**src/rtl/gtech_skid_reg.sv**
```systemverilog
// Two-entry skid register: MAIN drives Q directly, SKID absorbs one word when downstream stalls.
// Optional QN (~Q) output when GTECH_SKID_QN_EN is defined.
//
// state    | meaning
// ---------+-----------------------------------------------
// ST_EMPTY | no word held, Q_VALID=0, D_READY=1
// ST_BUSY  | MAIN holds one word, Q_VALID=1, D_READY=1
// ST_FULL  | MAIN and SKID both hold words, D_READY=0
module gtech_skid_reg #(
  parameter int WIDTH = 8
) (
  input  logic             CP,
  input  logic             CLR,
  input  logic [WIDTH-1:0] D,
  input  logic             D_VALID,
  output logic             D_READY,
  output logic [WIDTH-1:0] Q,
  output logic             Q_VALID,
  input  logic             Q_READY
`ifdef GTECH_SKID_QN_EN
  ,
  output logic [WIDTH-1:0] QN
`endif
);

  typedef enum logic [1:0] {
    ST_EMPTY = 2'd0,
    ST_BUSY  = 2'd1,
    ST_FULL  = 2'd2
  } state_t;

  state_t           state;
  logic [WIDTH-1:0] main_r;
  logic [WIDTH-1:0] skid_r;
  logic             q_valid_r;
  logic             ready_r;

  always_ff @(posedge CP or posedge CLR) begin
    if (CLR) begin
      state     <= ST_EMPTY;
      main_r    <= '0;
      skid_r    <= '0;
      q_valid_r <= 1'b0;
      ready_r   <= 1'b1;
    end else begin
      case (state)
        ST_EMPTY: begin
          if (D_VALID) begin
            main_r    <= D;
            state     <= ST_BUSY;
            q_valid_r <= 1'b1;
          end
        end
        ST_BUSY: begin
          if (D_VALID && Q_READY) begin
            main_r <= D;
          end else if (D_VALID) begin
            skid_r  <= D;
            state   <= ST_FULL;
            ready_r <= 1'b0;
          end else if (Q_READY) begin
            // MAIN keeps its stale word; Q is ignored while Q_VALID is low
            state     <= ST_EMPTY;
            q_valid_r <= 1'b0;
          end
        end
        ST_FULL: begin
          if (Q_READY) begin
            main_r  <= skid_r;
            state   <= ST_BUSY;
            ready_r <= 1'b1;
          end
        end
        default: begin
          state     <= ST_EMPTY;
          q_valid_r <= 1'b0;
          ready_r   <= 1'b1;
        end
      endcase
    end
  end

  // CLR gates ready directly so it drops and recovers without waiting for an edge
  assign D_READY = ready_r & ~CLR;
  assign Q       = main_r;
  assign Q_VALID = q_valid_r;

`ifdef GTECH_SKID_QN_EN
  assign QN = ~main_r;
`endif

endmodule

```
**config.mk**
```make
export PLATFORM = sky130hd
export DESIGN_NAME = gtech_skid_reg
export DESIGN_NICKNAME = d
export VERILOG_FILES = /design/src/rtl/gtech_skid_reg.sv
export SDC_FILE = /design/constraint.sdc
export NUM_CORES = 1
export LEC_CHECK = 0
export CAP_MARGIN = 15
export CORE_MARGIN = 5
export CORE_UTILIZATION = 51
export CTS_CLUSTER_DIAMETER = 40
export DETAILED_ROUTE_END_ITERATION = 10
export GPL_ROUTABILITY_DRIVEN = 0
export PLACE_DENSITY = 0.81
export SYNTH_ARGS = -nofsm -noshare
export SYNTH_HDL_FRONTEND = slang
export SYNTH_SLANG_ARGS = --single-unit
```
**constraint.sdc**
```tcl
create_clock -name CP -period 2.9 [get_ports CP]
set_clock_uncertainty 0.1 [all_clocks]
set_input_delay 0.58 -clock CP [delete_from_list [all_inputs] [get_ports CP]]
set_output_delay 0.58 -clock CP [all_outputs]
set_load 0.02 [all_outputs]
```
Yosys cells after proc, flatten, opt, wreduce, memory -nomap -nowiden
Cells that the tools add are included.
{"block": "totals", "regBits": 20, "output_inout_bits": 10}
{"block": "op_classes", "bitwise_logic": 5, "mux": 19, "reduce_logical": 8, "n_eq_ne": 10}
{"op": "$mux 8", "n": 3}
{"op": "$pmux 8 s3", "n": 1}
{"op": "$ne 2x2->1 const B", "n": 7}
{"op": "$reduce_and 4->1", "n": 3}
{"op": "$mux 2", "n": 5}
{"op": "$mux 1", "n": 7}
{"op": "$pmux 1 s3", "n": 2}
{"op": "$pmux 2 s3", "n": 1}
{"op": "$reduce_and 5->1", "n": 1}
{"op": "$not 1->1", "n": 4}
{"op": "$ne 3x3->1 const B", "n": 1}
{"op": "$reduce_and 3->1", "n": 1}
{"op": "$reduce_bool 3->1", "n": 1}
{"op": "$eq 2x1->1 const B", "n": 1}
{"op": "$eq 2x2->1 const B", "n": 1}
{"op": "$logic_not 2->1", "n": 1}
{"op": "$and 1x1->1", "n": 1}
{"op": "$logic_and 1x1->1", "n": 1}

Depth between registers and ports, before layout
{"block": "depth", "word_depth": 4, "depth_mapped": 4, "mapped_depth_nobuf": 3}

Worst setup path before layout
Ideal clock, no wire load.
{"block": "synth_path", "kind": "input-to-reg", "start": "input D_VALID", "end": "register skid_r[0]", "setup_ns": 0.128, "setup_slack_ns": 1.295, "path_stages": 4, "t_arrival_ns": 1.378, "path_cell_list": "nor2b_1 > and2_1 > buf_4 > mux2_1"}
{"block": "synth_via", "elab_chain_cells": 3}
{"element": "start, declared", "line": "15", "source": "input logic D_VALID,"}
{"element": "$logic_and 1x1->1", "line": "55", "source": "if (D_VALID && Q_READY) begin"}
{"element": "$not 1->1 (no line)"}
{"element": "$reduce_and 3->1 (no line) (*)"}
{"element": "end signal, assigned", "line": "42", "source": "skid_r <= '0;"}
{"element": "end signal, assigned", "line": "58", "source": "skid_r <= D;"}
{"element": "end, declared", "line": "34", "source": "logic [WIDTH-1:0] skid_r;"}
Mark *: on every way between the ends. The rest lies on a longest branch, timed or not.
A chain may end at the register's enable or synchronous reset.

Final worst setup path
{"block": "layout_path", "start": "input CLR", "end": "output D_READY"}
{"block": "layout_via", "elab_chain_cells": 2}
{"element": "start, declared", "line": "13", "source": "input logic CLR,"}
{"element": "$not 1->1", "line": "84", "source": "assign D_READY = ready_r & ~CLR;"}
{"element": "$and 1x1->1", "line": "84"}
{"element": "end, declared", "line": "16", "source": "output logic D_READY,"}
No other way between the ends.

==> results.toml <==
[status]
run_status = "complete, no violations"

[logic_synthesis]
synth_mux_area_frac = 0.3465
synth_ff_type = "dfrtp_1"
syn_area_per_cell_um2 = 14.66
async_flop_share = 1.000
syn_area_um2 = 982.2
synth_top_family_by_area = "multiplexers"
ys_types = 18
synth-adder-area-share = 0
synth_edf_count = 0
synth_common_cells = "19 x dfrtp_1, 16 x mux2_4, 8 x mux2_1, 3 x a21oi_1, 3 x nor2_1"
synth_most_common_cell = "dfrtp_1"
synth-simple-area-share = 0.06752
synth-seq-cells = 20
synth_cells = 67
synth_top_area_cell = "dfrtp_1"
synth_xor_area_frac = 0
synth_nets = 79
yosysWarnings = 0
synth-compound-area-share = 0.04841
synth_area_leaders = "dfrtp_1 48%, mux2_4 24%, mux2_1 9.2%"
ys_seq_area_frac = 0.5108
synth_top_area_frac = 0.4841

[grt]
antenna_found_initial = 0
track_usage = 0.1353
grt_pass1_vias = 599
grt_pass1_wl_um = 2753
grt_remaining_overflow = 0
grt_max_degree = 21

[critical_path]
cpMostUsedCell = "clkdlybuf4s50_1"
worstPathArrival_ns = 1.69
crit_family = "buffers and inverters"
path_class = "input pin to output port"
startpoint = "CLR"
slowest_delay_ns = 0.60
rr_worst_depth = 3
r2r_slack_ns = 1.21
startpoint_type = "input pin"
timing.rr.start = "state[1]"
critPathMaxFanout = 2
critPathCaptureType = "output port"
path_buf_inv = 2
worstPathRequired_ns = 2.22
r2r_end = "skid_r[6]"
slowest_stage = "clkdlybuf4s50_1"
cp_cell_sequence = "clkdlybuf4s50_1 > nor2_1 > clkdlybuf4s50_1"

[timing]
max_freq_ghz = 0.4223
fin_crit_ns = 2.368
tightest_slew_ns = 0.7282
hold_violations = 0
slew_headroom = 0.5140
fin_hold_ws_ns = 0.3974
rsz0062_at_grt = "false"
finalSetupViolCount = 0
finalCritPeriodShare = 0.8166
drv_slew = 0
setup_tns_ns = 0

[clock_tree]
clkSinkCount = 20
cts_hold_buf = 0
clock_path_buffers = 2
post-cts-setup-buffers = 0
clkLatencyLatePin_ns = 0.30
cts_tree = "built"
cts-root-buf = "clkbuf_4"
clkSlewWorstSetupHoldPaths_ns = 0.10
cts_resized = 0
htreeDepth = 1
numCtsBuffers = 3

[finish]
syn_to_final_growth_pct = 27.13
utilization = 0.7004
fin_nets = 104
drive_gt1_frac = 0.2637
diodes = 0

[pwr]
power.density_nw_per_um2 = 769.9
ir_worst_vdd_mv = 0.4419
leakagePower_nw = 0.5470

[route]
drc = 0
wl_met1_um = 722
vias = 595
via_per_inst = 5.129
dr.pass1.iters = 4
met2WireLength_um = 801
antenna_left = 0
drtIter0Drc = 14
wl_um = 1628
wl_per_cell_um = 14.03
wl_met3_um = 88
top_layer = "met4"

[hold_path]
hold_end = "skid_r[6]"
hp-start = "skid_r[6]"
hold_depth = 1
hold_path_class = "flop to flop"

[place]
port-buffer-count = 21
dp_hpwl_um = 1190

[run]
drv_cap = 0

[floorplanning]
rows = 15
fp.dieW_um = 53.89
die-area_um2 = 2904
start_util = 0.5509
die_h_um = 53.89
coreArea_um2 = 1783
ios = 22
layout make-up:
class	count	area [um2]
multi-input combinational	43	454.2
inverter	2	7.507
fill	122	534.3
clock buffer	4	36.28
sequential	20	501.7
tap	25	31.28
timing repair buffer	22	217.7
flip-flops by register name, indices dropped and copies added (netlist names):
register	flops
Q	8
skid_r	8
state	2
Q_VALID	1
ready_r	1
per-stage QoR:
stage	cells	setup slack (ns)	area [um2]	total power [mW]
final	116	0.5320	1249	0.9613
after global routing	116	0.4786	1249	1.020
after CTS	116	0.5228	1249	0.9746
after detailed placement	112	0.4925	1212	0.8134
after global placement	112	0.5287	1212	0.8009
after floorplan	67	1.295	982.2	0.6672
worst max path at each step:
stage | endpoint | slack, ns | cells past startpoint
5_1_grt | D_READY | 0.48 | 3
6_report | D_READY | 0.53 | 3
3_5_place_dp | skid_r[0] | 0.49 | 4
4_1_cts | D_READY | 0.52 | 3
3_3_place_gp | D_READY | 0.53 | 3
2_1_floorplan | skid_r[0] | 1.29 | 4
metal layers:
metal  global-route usage  vias up
li1                     -      282
met1               0.1640      295
met2               0.2238       16
met3              0.04986        2
met4              0.03830        0
met5                    0        -
kinds of logic (layout without fill, tap and decap cells):
family | count (synthesis) | after routing
buffers and inverters | 4 | 28
flip-flops | 20 | 20
AND/OR/NAND/NOR | 11 | 11
AO/OA/AOI/OAI | 7 | 7
multiplexers | 25 | 25
worst register-to-register path: stages (launching register included):
cell     delay (ns)
dfrtp_1        0.46
nor2b_1        0.25
and2_1         0.42
mux2_1         0.36
power breakdown:
part,internal (mW),leakage (nW),switching [mW]
combinational,0.214,0.292,0.151
sequential,0.383,0.234,0.0546
clock,0.0766,0.0210,0.0824
total,0.674,0.547,0.288
cell usage in the layout (no fill, tap or decap), types with 2 or more instances in the layout:
cell type / synthesis / final
a21oi_1: 3 / 3
clkbuf_4: 0 / 3
clkdlybuf4s50_1: 0 / 21
dfrtp_1: 19 / 19
inv_1: 2 / 2
mux2_1: 8 / 8
mux2_4: 16 / 16
nand2b_1: 2 / 2
nand3b_1: 2 / 2
nor2_1: 3 / 3
nor2b_1: 2 / 2
o21ai_0: 2 / 2
(Power assumes the default switching activity.)
